## config.mk

```make
export PLATFORM = sky130hd
export DESIGN_NAME = inst_fetcher_flat
export DESIGN_NICKNAME = d
export VERILOG_FILES = /design/src/rtl/inst_fetcher_if.sv /design/src/rtl/inst_fetcher.sv /design/src/flat_wrapper.sv
export SDC_FILE = /design/constraint.sdc
export NUM_CORES = 1
export LEC_CHECK = 0
export BUFFER_PORTS_ARGS = -buffer_cell sky130_fd_sc_hd__buf_2
export CAP_MARGIN = 20
export CORE_UTILIZATION = 30
export CTS_BUF_LIST = sky130_fd_sc_hd__clkbuf_8
export DETAILED_ROUTE_END_ITERATION = 7
export PLACE_DENSITY = 0.5
export SLEW_MARGIN = 5
export SYNTH_ARGS = -nofsm -noshare
export SYNTH_HDL_FRONTEND = slang
export SYNTH_SLANG_ARGS = --single-unit
```

## constraint.sdc

```tcl
create_clock -name clk -period 9.3 [get_ports clk]
set_clock_uncertainty 0.15 [all_clocks]
set_input_delay 1.395 -clock clk [delete_from_list [all_inputs] [get_ports clk]]
set_output_delay 1.395 -clock clk [all_outputs]
set_load 0.01 [all_outputs]
```

## src/rtl/inst_fetcher_if.sv

```systemverilog
// Instruction memory request/response bus: the fetcher drives address/valid,
// and memory returns data with ready in the same cycle.
interface inst_fetcher_if;
  logic [31:0] inst_mem_out_addr;
  logic        inst_mem_out_valid;
  logic [31:0] inst_mem_out_data;
  logic        inst_mem_out_ready;

  modport master (
    output inst_mem_out_addr,
    output inst_mem_out_valid,
    input  inst_mem_out_data,
    input  inst_mem_out_ready
  );

  modport slave (
    input  inst_mem_out_addr,
    input  inst_mem_out_valid,
    output inst_mem_out_data,
    output inst_mem_out_ready
  );
endinterface

```

## src/rtl/inst_fetcher.sv

```systemverilog
// Instruction fetcher with a small direct-mapped, one-word-per-line cache.
// Hits complete from the cache; misses issue one memory request and fill the line.
module inst_fetcher #(
  parameter int unsigned CACHE_LINES = 4
) (
  input  logic          clk,
  input  logic          reset,
  input  logic          fetcher_reset,
  input  logic [31:0]   pc,
  input  logic          cache_flush,
  output logic          fetcher_completed,
  output logic [31:0]   instruction,
  inst_fetcher_if.master mem
);

  localparam int unsigned WORD_W = 30;
  localparam int unsigned IDX_W  = $clog2(CACHE_LINES);
  localparam int unsigned TAG_W  = WORD_W - IDX_W;

  localparam logic [1:0] IDLE   = 2'd0;
  localparam logic [1:0] LOOKUP = 2'd1;
  localparam logic [1:0] REQ    = 2'd2;
  localparam logic [1:0] DONE   = 2'd3;

  logic [1:0]             state;
  logic [1:0]             state_next;
  logic [WORD_W-1:0]      fetch_word;
  logic [CACHE_LINES-1:0] line_valid;
  logic [TAG_W-1:0]       tag_mem  [CACHE_LINES];
  logic [31:0]            data_mem [CACHE_LINES];

  logic [IDX_W-1:0] idx;
  logic [TAG_W-1:0] tag;
  logic             hit;
  logic             latch_pc;
  logic             load_hit;
  logic             fill;
  logic             unused_pc_bits;

  // Byte offset within the word never affects the fetch.
  assign unused_pc_bits = ^pc[1:0];

  assign idx = fetch_word[IDX_W-1:0];
  assign tag = fetch_word[WORD_W-1:IDX_W];
  assign hit = line_valid[idx] && (tag_mem[idx] == tag);

  // Next-state and per-cycle actions; core abort overrides every state.
  always_comb begin
    state_next = state;
    latch_pc   = 1'b0;
    load_hit   = 1'b0;
    fill       = 1'b0;
    case (state)
      IDLE: begin
        state_next = LOOKUP;
        latch_pc   = 1'b1;
      end
      LOOKUP: begin
        if (hit) begin
          state_next = DONE;
          load_hit   = 1'b1;
        end else begin
          state_next = REQ;
        end
      end
      REQ: begin
        if (mem.inst_mem_out_ready) begin
          state_next = DONE;
          fill       = 1'b1;
        end
      end
      DONE:    state_next = DONE;
      default: state_next = IDLE;
    endcase
    if (fetcher_reset) begin
      state_next = IDLE;
      latch_pc   = 1'b0;
      load_hit   = 1'b0;
      fill       = 1'b0;
    end
  end

  always_ff @(posedge clk) begin
    if (!reset) begin
      state                  <= IDLE;
      fetch_word             <= '0;
      line_valid             <= '0;
      instruction            <= '0;
      fetcher_completed      <= 1'b0;
      mem.inst_mem_out_valid <= 1'b0;
      mem.inst_mem_out_addr  <= '0;
    end else begin
      state                  <= state_next;
      fetcher_completed      <= (state_next == DONE);
      mem.inst_mem_out_valid <= (state_next == REQ);
      mem.inst_mem_out_addr  <= (state_next == REQ) ? {fetch_word, 2'b00} : 32'h0;
      if (latch_pc) begin
        fetch_word <= pc[31:2];
      end
      if (load_hit) begin
        instruction <= data_mem[idx];
      end else if (fill) begin
        instruction <= mem.inst_mem_out_data;
      end
      // A flush on the fill edge wins, leaving the new line invalid.
      if (cache_flush) begin
        line_valid <= '0;
      end else if (fill) begin
        line_valid[idx] <= 1'b1;
      end
    end
  end

  // Line storage needs no reset; validity is tracked separately.
  always_ff @(posedge clk) begin
    if (reset && fill) begin
      tag_mem[idx]  <= tag;
      data_mem[idx] <= mem.inst_mem_out_data;
    end
  end

endmodule

```

## src/flat_wrapper.sv

```systemverilog
// flat-port wrapper written by rule: the top's interface ports become plain ports
module inst_fetcher_flat 
#(
  parameter int unsigned CACHE_LINES = 4
)
  (clk, reset, fetcher_reset, pc, cache_flush, fetcher_completed, instruction, mem_inst_mem_out_addr, mem_inst_mem_out_valid, mem_inst_mem_out_data, mem_inst_mem_out_ready);
  inst_fetcher_if mem_i ();
  input  logic clk;
  input  logic reset;
  input  logic fetcher_reset;
  input  logic [31:0] pc;
  input  logic cache_flush;
  output logic fetcher_completed;
  output logic [31:0] instruction;
  output wire logic [$bits(mem_i.inst_mem_out_addr)-1:0] mem_inst_mem_out_addr;
  output wire logic [$bits(mem_i.inst_mem_out_valid)-1:0] mem_inst_mem_out_valid;
  input wire logic [$bits(mem_i.inst_mem_out_data)-1:0] mem_inst_mem_out_data;
  input wire logic [$bits(mem_i.inst_mem_out_ready)-1:0] mem_inst_mem_out_ready;
  assign mem_inst_mem_out_addr = mem_i.inst_mem_out_addr;
  assign mem_inst_mem_out_valid = mem_i.inst_mem_out_valid;
  assign mem_i.inst_mem_out_data = mem_inst_mem_out_data;
  assign mem_i.inst_mem_out_ready = mem_inst_mem_out_ready;
  inst_fetcher #(.CACHE_LINES(CACHE_LINES)) u_core (.clk(clk), .reset(reset), .fetcher_reset(fetcher_reset), .pc(pc), .cache_flush(cache_flush), .fetcher_completed(fetcher_completed), .instruction(instruction), .mem(mem_i));
endmodule
```

# --- After elaboration in Yosys (flattened, before gate mapping) ---
# Memories as Yosys holds them, arrays and structs flattened. A register that Yosys moved wholly into a read port is not among the register bits.
# Index checks and enable logic that the tools add are counted.
totals:
  rom_bits: 0
  n_memories: 2
  ramBits: 240
  latchBits: 0
  ff_bits: 70
op_classes:
  magnitude_cmp: 2
  n_bitwise: 2
  n_mul: 0
  eq_ne: 6
  div: 0
  muxes: 20
  n_reduce_logical: 8
  shifts: 0
  addsub: 0
mem_list:
  columns: ["memory", "depth", "word_bits", "rd", "rd_clocked_by_memory_dff", "wr", "line_no", "text"]
  rows:
  - ["u_core.data_mem", 4, 32, 1, 1, 1, "inst_fetcher.sv:30", "logic [31:0] data_mem [CACHE_LINES];"]
  - ["u_core.tag_mem", 4, 28, 1, 1, 1, "inst_fetcher.sv:29", "logic [TAG_W-1:0] tag_mem [CACHE_LINES];"]
ops:
  columns: ["op", "n"]
  rows:
  - ["== test 28 bit", 1]
  - ["two-way mux 1 bit", 13]
  - ["== test 2 bit, second input constant", 4]
  - ["two-way mux 2 bit", 4]
  - ["case mux 2 bit (4 select lines)", 1]
  - ["bitwise OR 4 bit", 1]
  - ["logical AND 1 bit", 3]
  - ["< comparator 2 x 3 -> 1 bit, second input constant", 1]
  - ["binary-select mux 1 bit (select 2 bit)", 1]
  - ["demux 1 bit (select 2 bit)", 1]
  - ["== test 2 x 1 -> 1 bit, second input constant", 1]
  - ["greater-or-equal comparator 2 x 1 -> 1 bit, second input constant", 1]
  - ["zero test 2 bit", 1]
  - ["AND reduction 2 bit", 1]
  - ["nonzero test 2 bit", 1]
  - ["OR reduction 2 bit", 1]
  - ["zero test 1 bit", 1]
  - ["NOT 1 bit", 1]

# --- Longest topological paths before layout ---
# Gate-level depths: netlist of the first run.
depth:
  word_depth: 8
  depth_mapped: 11
  depth_no_buf: 7

# --- Worst setup path after synthesis of the first run ---
# No wires, ideal clock.
synth_timing:
  kind: "input-to-reg"
  startpoint: "in fetcher_reset"
  endpoint: "mem u_core.data_mem[0][0] (enable)"
  setup_ps: 552
  stages: 5
  required_ps: 8598
  t_arrival_ps: 7002
  path_buffers: 2
  path_slack_ps: 1597
  cell_sequence: "nor4b_1 -> clkbuf_1 -> clkbuf_1 -> nand2_1 -> nor3_1"
synth_via:
  elab_chain_cells: 4
synth_rtl:
  columns: ["element", "line_no", "text"]
  rows:
  - ["start, declared", "flat_wrapper.sv:10", "input logic fetcher_reset;"]
  - ["two-way mux 1 bit", "inst_fetcher.sv:75", "if (fetcher_reset) begin"]
  - ["logical AND 1 bit", "inst_fetcher.sv:116", "if (reset && fill) begin"]
  - ["two-way mux 1 bit", "inst_fetcher.sv:116", null]
  - ["two-way mux 1 bit (implied by the code)", "inst_fetcher.sv:118", "data_mem[idx] <= mem.inst_mem_out_data;"]
  - ["end, declared", "inst_fetcher.sv:30", null]
# Every way passes these cells.

==> summary.md, run 1 <==
| Metric | Value |
|---|---|
| Congestion Overflow GR | 0 |
| Family with the most delay on the worst path | buffers and inverters |
| Vias per cell | 4.670 |
| Drt total wl | 28970 um |
| CTS tree | yes |
| Distinct cells, synth | 40 |
| ANT nets after route | 0 |
| Crit share post-route | 0.4326 |
| Setup Fix Bufs, Post-CTS | 0 |
| CTS Sinks | 342 |
| I/O Buffers | 130 |
| Commonest cells after routing, fill and taps aside | edfxtp_1, buf_2, dfxtp_1 |
| HPWL Detailed | 15910 um |
| Status | complete, no violations |
| Max-Cap Viols | 0 |
| Slew HR | 0.3317 |
| Compound-Gate Fraction of Synth Area | 0.06540 |
| Cts repair resizes | 0 |
| EDFF count, synth | 240 |
| Final core utilization | 0.3643 |
| Routed length per instance | 19.21 um |
| Worst Hold Path Cells | 2 |
| FMAX | 0.2485 GHz |
| Ys async rst share | 0 |
| Via count | 7043 |
| Startpoint types | flop |
| CP Class | reg2reg |
| First-pass detailed-route iteration total | 7 |
| Initial DRC Count | 324 |
| CP Depth | 10 |
| Slowest stage delay, CP | 0.59 ns |
| Die area | 43750 um^2 |
| Vias in the first global route | 7341 |
| Yosys warnings | 0 |
| Pwr dens | 205.3 nW/um^2 |
| Fillers | 4047 |
| Final hold vios | 0 |
| Clock transition at path regs | 0.06 ns |
| Multi-input gate area | 3410 um^2 |
| Clock network power share | 0.430 |
| Arr. time, crit path | 4.46 ns |
| Top sig layer | met5 |
| Main combinational cell family by area after synthesis | multiplexers |
| Antenna cells | 0 |
| Synth Register Bits | 342 |
| Multiplexer share of the synthesized area | 0.1331 |
| GPL Wtd Cong | 0.6783 |
| Post-synth top area share | 0.5598 |
| Synth Area in XOR/XNOR | 0.01633 |
| P_leak | 5.841 nW |
| CTS H-Tree Depth | 2 |
| RSZ-0062 raised after global routing | no |
| Top cells by area, synth | edfxtp_1, dfxtp_1, mux4_2 |
| Crit-path slowest cell | mux4_2 |
| First-pass GRT wire length | 44220 um |
| Comb pwr share | 0.043 |
| Post-Synth Simple-Gate Area | 0.04655 |
| Cell Count, Final, Fillers Out | 1508 |
| Clock Path Buffers | 3 |
| Root buffer cell | clkbuf_8 |
| Post-Synthesis Cell Area | 12870 um^2 |
| Cts hold-fix bufs | 0 |
| Slew Limit Fails | 0 |
| Sequential area share after synthesis | 0.7184 |
| CP required | 9.74 ns |
| Row cnt | 75 |
| Worst path most repeated cell | buf_4 |
| Pint | 0.002444 W |
| Initial Utilization | 0.3056 |
| Top Ports | 135 |
| Minimum clock period | 4.023 ns |
| Clock Latency Late Sink | 0.66 ns |
| Mapped Cells | 755 |
| WL met1 | 12840 um |
| Met2 wire len | 13980 um |
| Layout Nets | 988 |
| Cells after DPL | 1397 |
| Most common cell after layout, fill and taps aside | edfxtp_1 |
| Post-Synth Adder-Cell Area | 0 |
| Synth Flop Type | edfxtp_1 |
| Setup TNS Final | 0 ns |
| Die X | 209.2 um |
| Slew @ Worst Pin | 1.002 ns |
| # setup viols final | 0 |
| CTS buffer count | 59 |
| Die H | 209.2 um |
| Switching Share | 0.2244 |
| Metal3 WL | 1577 um |
| Worst-path maximum fanout | 37 |
| GRT Total Usage | 0.1342 |
| Area Growth Syn to Fin | 19.22% |
| CP cell instances | buf_4 -> mux4_2 -> xor2_1 -> nor4_1 -> nand4_1 -> nor4_4 -> buf_4 -> or2_1 -> buf_4 -> o211a_1 |
| Crit end category | flop |
| Register Area | 9253 um^2 |
| Overall power | 0.003151 W |
| Hold Path Class | reg2reg |
| Core region area | 42130 um^2 |
| Psw | 0.0007072 W |
| Largest net degree at the start of global routing | 71 |
| Sequential power share | 0.527 |
| Initial antenna violation count | 1 |
| Buf/Inv on CP | 3 |
| Residual DRC count | 0 |
| Syn Area/Cell | 17.05 um^2 |
| Maximum vdd drop | 0.0001100 V |
| Layout cell share with drive strength beyond 1 | 0.3086 |
| FF-to-FF path depth | 10 |
| Top cell type by total area after synthesis | edfxtp_1 |
==> sequential cells by signal, summed over array words and instances, names as in the netlist, named ones only <==
name / count
u_core.fetch_word: 30
u_core.mem.inst_mem_out_valid: 1
u_core.tag_mem: 112
u_core.mem.inst_mem_out_addr: 30
u_core.instruction: 32
u_core.data_mem: 128
u_core.state: 2
u_core.fetcher_completed: 1
u_core.line_valid: 4
==> power groups by stage <==
stage                logic, W  clock network (W)  registers, W
floorplan           0.0000865                  0       0.00169
global placement     0.000139                  0       0.00169
finish               0.000136            0.00135       0.00166
global route         0.000151            0.00147       0.00166
detailed placement   0.000140                  0       0.00169
CTS                  0.000140            0.00142       0.00166
==> final cells by class <==
cell class              instances  area share
flip-flops and latches        342      0.6028
well taps                     539     0.04394
clock inverters                41     0.01524
inverters                       6    0.001467
clock buffers                  70     0.06277
repair buffers                149     0.05168
multi-input cells             361      0.2221
==> metrics by stage <==
stage                     cell area (um^2)  setup WS, ns  hold slack (ns)
after floorplan                      12880         1.597           0.2815
after global placement               14150         5.072           0.3002
after detailed placement             14150         5.038           0.3111
after CTS                            15350         5.086           0.3199
after global routing                 15350         4.996           0.3364
final                                15350         5.277           0.3241
==> cells in the mapped netlist (all sizes together), types with 2 or more instances <==
library cell / n
o22ai: 2
xnor2: 6
mux2i: 43
edfxtp: 240
nor2: 10
nor2b: 2
xor2: 18
buf: 19
o211a: 32
mux4: 57
o21ai: 32
inv: 6
nand2b: 2
dfxtp: 102
nand4: 2
a2111oi: 2
nor3: 6
and2: 29
a31oi: 5
a21boi: 30
nor4: 7
nand2: 62
clkbuf: 28
==> worst paths after layout <==
| path | start | end | slack (ns) |
|---|---|---|---|
| setup reg to reg | flop | u_core.instruction[1] | 5.28 |
| setup / recovery | flop | u_core.instruction[1] | 5.28 |
| hold / removal | u_core.line_valid[1] | u_core.line_valid[1] | 0.32 |
| hold reg to reg | u_core.line_valid[1] | u_core.line_valid[1] | 0.32 |
==> worst register-to-register path, stage by stage, from the launching register on <==
cell     delay [ns]
dfxtp_2        0.31
buf_4          0.47
mux4_2         0.60
xor2_1         0.16
nor4_1         0.46
nand4_1        0.27
nor4_4         0.31
buf_4          0.45
or2_1          0.18
buf_4          0.38
o211a_1        0.22
==> per-layer routing <==
layer	vias up	global-route usage
li1	3256	-
met1	3565	0.1683
met2	176	0.2193
met3	44	0.03907
met4	2	0.04970
met5	-	0
==> cell families after synthesis <==
kind of cell	count (synthesis)
flops	342
mux	100
buf+inv	53
xor+xnor	24
simple gates	123
other cells	1
compound gates	112
No activity file was read; power rests on OpenSTA's default activity.
==> run 2, diff against run 1 <==
- PLACE_DENSITY: 0.5 -> 0.52
- clock period: 9.3 -> 3.6 ns (I/O delays scaled with it)
==> run 2 against run 1 <==
Against the previous run: global-route usage up 0.30 points; cell area rose by 5.2%; non-clock buffer count grew 68; sequential share of layout area fell by 3.0 points; hold slack got worse by 0.22 ns; via count grew 3.6%; die area is the same; fmax grew 22%; register-to-register slack got worse by 5.0 ns; largest power group unchanged.
==> summary.md, run 2 (same netlist as run 1, synthesis figures left out) <==
| Metric | Value |
|---|---|
| Core region area | 42130 um^2 (unchanged) |
| Vias in the first global route | 7696 (+4.8%) |
| Congestion Overflow GR | 0 (unchanged) |
| Clock Latency Late Sink | 0.65 ns (about the same) |
| CTS tree | yes |
| Max-Cap Viols | 0 (unchanged) |
| Vias per cell | 4.622 (-1.0%) |
| Hold Path Class | in2reg |
| P_leak | 6.193 nW (+6.0%) |
| Clock Path Buffers | 3 (unchanged) |
| First-pass detailed-route iteration total | 4 (-3) |
| Multi-input gate area | 3446 um^2 (+1.1%) |
| Crit share post-route | 0.9153 (+0.4826) |
| RSZ-0062 raised after global routing | no |
| Routed length per instance | 18.53 um (-3.5%) |
| Clock transition at path regs | 0.06 ns (about the same) |
| Setup Fix Bufs, Post-CTS | 0 (unchanged) |
| CTS H-Tree Depth | 2 (unchanged) |
| Commonest cells after routing, fill and taps aside | edfxtp_1, buf_2, dfxtp_1 |
| CP required | 4.04 ns (-5.70 ns) |
| Startpoint types | flop |
| CTS Sinks | 342 (unchanged) |
| ANT nets after route | 0 (unchanged) |
| Slew @ Worst Pin | 0.5828 ns (-0.4196 ns) |
| # setup viols final | 0 (unchanged) |
| Drt total wl | 29270 um (+1.0%) |
| GPL Wtd Cong | 0.7173 (+5.7%) |
| Register Area | 9255 um^2 (about the same) |
| Via count | 7298 (+3.6%) |
| Overall power | 0.008205 W (+160%) |
| Final hold vios | 0 (unchanged) |
| Most common cell after layout, fill and taps aside | edfxtp_1 |
| Slowest stage delay, CP | 0.53 ns (-0.06 ns) |
| FMAX | 0.3035 GHz (+22%) |
| First-pass GRT wire length | 45250 um (+2.3%) |
| Antenna cells | 0 (unchanged) |
| Setup TNS Final | 0 ns (unchanged) |
| Layout Nets | 1057 (+7.0%) |
| Arr. time, crit path | 3.74 ns (-0.72 ns) |
| Minimum clock period | 3.295 ns (-0.7284 ns) |
| Initial Utilization | 0.3056 (unchanged) |
| Pwr dens | 508.2 nW/um^2 (+150%) |
| Initial DRC Count | 350 (+8.0%) |
| Biggest register | u_core.data_mem |
| Crit-path slowest cell | mux4_2 |
| CP cell instances | buf_6 -> mux4_2 -> xor2_1 -> nor4_1 -> nand4_1 -> nor4_4 -> buf_12 -> or2_1 -> buf_12 -> o211a_1 |
| Die H | 209.2 um (unchanged) |
| CP Class | reg2reg |
| HPWL Detailed | 16830 um (+5.8%) |
| Maximum vdd drop | 0.0003025 V (+170%) |
| Largest net degree at the start of global routing | 70 (-1.4%) |
| Biggest regs | u_core.data_mem (128), u_core.tag_mem (112), u_core.instruction (32) |
| Residual DRC count | 0 (unchanged) |
| Max reg flops | 128 (unchanged) |
| Slew HR | 0.6114 (+0.2797) |
| Worst Hold Path Cells | 3 (+1) |
| Area Growth Syn to Fin | 25.39% |
| Slew Limit Fails | 0 (unchanged) |
| Root buffer cell | clkbuf_8 |
| Crit end category | flop |
| Die X | 209.2 um (unchanged) |
| GRT Total Usage | 0.1372 (+0.002980) |
| Layout cell share with drive strength beyond 1 | 0.2990 (-0.009527) |
| Fillers | 3935 (-2.8%) |
| FF-to-FF path depth | 10 (unchanged) |
| Worst path most repeated cell | buf_12 |
| Initial antenna violation count | 1 (unchanged) |
| Row cnt | 75 (unchanged) |
| Status | complete, no violations |
| Die area | 43750 um^2 (unchanged) |
| Final core utilization | 0.3832 (+0.01886) |
| CTS buffer count | 60 (+1.7%) |
| I/O Buffers | 130 (unchanged) |
| Worst-path maximum fanout | 32 (-14%) |
| Hold slack | 0.09943 ns (-0.2247 ns) |
| Top Ports | 135 (unchanged) |
==> run 2: cell count changes in the layout (fill, tap and decap cells not counted), sizes merged <==
cell,previous run,this run
inv,29,32
clkinvlp,0,3
buf,149,155
clkbuf,70,73
dlygate4sd3,0,62
bufinv,2,1
clkinv,16,11
==> run 2: power by group <==
| group | switching, W | internal, W |
|---|---|---|
| clock network | 0.00160 | 0.00190 |
| registers | 0.0000647 | 0.00424 |
| logic | 0.000189 | 0.000209 |
| total | 0.00185 | 0.00635 |
==> run 2: timing repair <==
| item | 4_1_cts | 5_1_grt |
|---|---|---|
| setup endpoints to repair | 0 | 32 |
| hold endpoints to repair | 160 | 0 |
| hold buffers | 62 | 0 |
| gates resized for setup | 0 | 1 |
==> run 2: per-stage QoR <==
| stage | area (um^2) | worst slack (ns) | instances |
|---|---|---|---|
| 3_5_place_dp | 14310 | 0.1420 | 1403 |
| 6_report | 16140 | 0.3051 | 1579 |
| 2_1_floorplan | 12950 | 0.06096 | 756 |
| 3_3_place_gp | 14310 | 0.1850 | 1403 |
| 5_1_grt | 16140 | 0.05602 | 1579 |
| 4_1_cts | 16140 | 0.1045 | 1579 |
==> run 2: metal layers <==
metal  share of wire  up-vias  track usage
met5               0        -            0
met4           0.023        0      0.05299
met3           0.055       46      0.03427
met2            0.47      197       0.2231
met1            0.45     3669       0.1758
li1                -     3386            -
==> run 2: cell type report <==
class | instances | area share
Tap cell | 539 | 0.04177
Multi-Input combinational cell | 361 | 0.2134
Timing Repair Buffer | 217 | 0.09525
Clock buffer | 73 | 0.06223
Inverter | 6 | 0.001395
Clock inverter | 41 | 0.01263
Sequential cell | 342 | 0.5733
==> run 2: worst paths after layout <==
check	to	start	slack (ns)
hold / removal	u_core.line_valid[3]	cache_flush	0.1
setup / recovery	u_core.instruction[3]	flop	0.31
hold reg to reg	u_core.line_valid[3]	u_core.line_valid[3]	0.32
setup reg to reg	u_core.instruction[3]	flop	0.31
==> run 2: worst max-delay path: cells and delay by family, from the launching register on <==
kind | cells | cell delay, ns
AOI/OAI and AO/OA | 1 | 0.16
buffers and inverters | 3 | 0.71
DFF | 1 | 0.50
xor gates and xnor gates | 1 | 0.15
and+or+nand+nor | 4 | 1.01
muxes | 1 | 0.53
==> run 3, diff against run 2 <==
- PLACE_DENSITY: 0.52 -> 0.5
- clock period: 3.6 -> 3.7 ns (I/O delays scaled with it)
==> run 3 against run 2 <==
Against the previous run: non-clock buffer count decreased by 5; count of clock-buffer cells in the layout fell by 4; global-route usage up 0.38 points; largest power group unchanged.
==> summary.md, run 3 (same netlist as run 1, synthesis figures left out) <==
| Metric | Value |
|---|---|
| CTS H-Tree Depth | 2 (unchanged) |
| Die H | 209.2 um (unchanged) |
| CTS tree | yes |
| Cell area after layout | 16030 um^2 (-0.69%) |
| Initial antenna violation count | 2 (+1) |
| Clock transition at path regs | 0.06 ns (about the same) |
| Drt total wl | 30210 um (+3.2%) |
| Residual DRC count | 0 (unchanged) |
| Commonest cells after routing, fill and taps aside | edfxtp_1, buf_2, dfxtp_1 |
| Max-Cap Viols | 0 (unchanged) |
| First-pass GRT wire length | 46560 um (+2.9%) |
| Slew @ Worst Pin | 0.7878 ns (+0.2049 ns) |
| Maximum vdd drop | 0.0003102 V (+2.6%) |
| # setup viols final | 0 (unchanged) |
| Final hold vios | 0 (unchanged) |
| Hold Path Class | in2reg |
| Row cnt | 75 (unchanged) |
| Slew HR | 0.4720 (-0.1395) |
| Cts repair resizes | 0 (unchanged) |
| GPL Wtd Cong | 0.7145 (-0.39%) |
| R2r setup slk | 0.37 ns (+0.06 ns) |
| Arr. time, crit path | 3.75 ns (about the same) |
| RSZ-0062 raised after global routing | no |
| Startpoint types | flop |
| Vias in the first global route | 7751 (+0.71%) |
| Final core utilization | 0.3805 (-0.002643) |
| Layout Nets | 1049 (-0.76%) |
| Routed length per instance | 19.28 um (+4.0%) |
| Area Growth Syn to Fin | 24.53% |
| P_leak | 6.110 nW (-1.4%) |
| Core region area | 42130 um^2 (unchanged) |
| Antenna cells | 0 (unchanged) |
| HPWL Detailed | 16990 um (+0.94%) |
| Clock Path Buffers | 3 (unchanged) |
| Crit share post-route | 0.9011 (-0.01418) |
| Pwr dens | 490.6 nW/um^2 (-3.5%) |
| Register Area | 9253 um^2 (about the same) |
| CP required | 4.11 ns (+0.07 ns) |
| Overall power | 0.007865 W (-4.1%) |
| FMAX | 0.2999 GHz (-1.2%) |
| ANT nets after route | 0 (unchanged) |
| Status | complete, no violations |
| Setup TNS Final | 0 ns (unchanged) |
| Slew Limit Fails | 0 (unchanged) |
| Initial DRC Count | 351 (+0.29%) |
| CP Class | reg2reg |
| Max reg flops | 128 (unchanged) |
| Die area | 43750 um^2 (unchanged) |
| Multi-input gate area | 3446 um^2 (unchanged) |
| Vias per cell | 4.604 (-0.38%) |
| Cts hold-fix bufs | 59 (-4.8%) |
| Die X | 209.2 um (unchanged) |
| Layout cell share with drive strength beyond 1 | 0.2938 (-0.005264) |
| Top Ports | 135 (unchanged) |
| First-pass detailed-route iteration total | 6 (+2) |
| DP Area | 14310 um^2 (about the same) |
| Root buffer cell | clkbuf_8 |
| Largest net degree at the start of global routing | 70 (unchanged) |
| Via count | 7215 (-1.1%) |
| I/O Buffers | 130 (unchanged) |
| Initial Utilization | 0.3056 (unchanged) |
| Worst-path maximum fanout | 32 (unchanged) |
| Fillers | 3982 (+1.2%) |
| Most common cell after layout, fill and taps aside | edfxtp_1 |
| Biggest regs | u_core.data_mem (128), u_core.tag_mem (112), u_core.instruction (32) |
| CTS buffer count | 57 (-5.0%) |
| Crit end category | flop |
| GRT Total Usage | 0.1410 (+0.003778) |
| CTS Sinks | 342 (unchanged) |
| Minimum clock period | 3.334 ns (+0.03908 ns) |
| Setup Fix Bufs, Post-CTS | 0 (unchanged) |
| Congestion Overflow GR | 0 (unchanged) |
| Biggest register | u_core.data_mem |
| Clock Latency Late Sink | 0.64 ns (about the same) |
[run 3: changes by cell type in the layout (fill, tap and decap cells not counted), sizes merged]
| cell | previous run | this run |
|---|---|---|
| buf | 155 | 153 |
| clkbuf | 73 | 69 |
| clkinv | 11 | 16 |
| clkinvlp | 3 | 2 |
| dlygate4sd3 | 62 | 59 |
| inv | 32 | 25 |
[run 3: power by group]
part / total (W) / switching [W] / internal (W)
logic: 0.000394 / 0.000193 / 0.000201
registers: 0.00418 / 0.0000567 / 0.00413
clock network: 0.00329 / 0.00154 / 0.00175
total: 0.00787 / 0.00179 / 0.00608
[run 3: layout make-up]
| class | count | share of cell area |
|---|---|---|
| sequential | 342 | 0.5771 |
| tap | 539 | 0.04206 |
| multi-input combinational | 361 | 0.2149 |
| timing repair buffer | 212 | 0.09365 |
| clock inverter | 38 | 0.01163 |
| inverter | 6 | 0.001405 |
| clock buffer | 69 | 0.05923 |
[run 3: worst paths after layout]
path,startpoint,end,depth (start not counted)
worst min register to register,u_core.line_valid[3],u_core.line_valid[3],2
worst min-delay path,pc[30],u_core.fetch_word[28],3
worst max register to register,flop,u_core.instruction[30],10
worst max-delay path,flop,u_core.instruction[30],10
[run 3: per-stage QoR]
stage | cells | hold slack, ns | worst slack [ns]
after global placement | 1401 | 0.3011 | 0.2718
after detailed placement | 1401 | 0.3051 | 0.2556
after floorplan | 756 | 0.2815 | 0.03248
after CTS | 1567 | 0.0003129 | 0.2790
final | 1567 | 0.05662 | 0.3660
after global routing | 1567 | 0.03432 | 0.08910
[run 3: routing by layer]
| layer | vias to the layer above | global-route usage | wire length (um) |
|---|---|---|---|
| met1 | 3606 | 0.1741 | 13120 |
| met3 | 64 | 0.03652 | 1672 |
| met5 | - | 0 | 0 |
| li1 | 3372 | - | - |
| met4 | 0 | 0.05426 | 730 |
| met2 | 173 | 0.2361 | 14690 |
[run 3: worst max-delay path: stages (launching register included)]
cell and delay, ns:
dfxtp_2 0.60, mux4_2 0.57, xor2_1 0.16, nor4_1 0.29
buf_4 0.17, nand4_1 0.17, nor4_4 0.40, buf_12 0.19
or2_1 0.15, buf_12 0.22, o211a_1 0.16
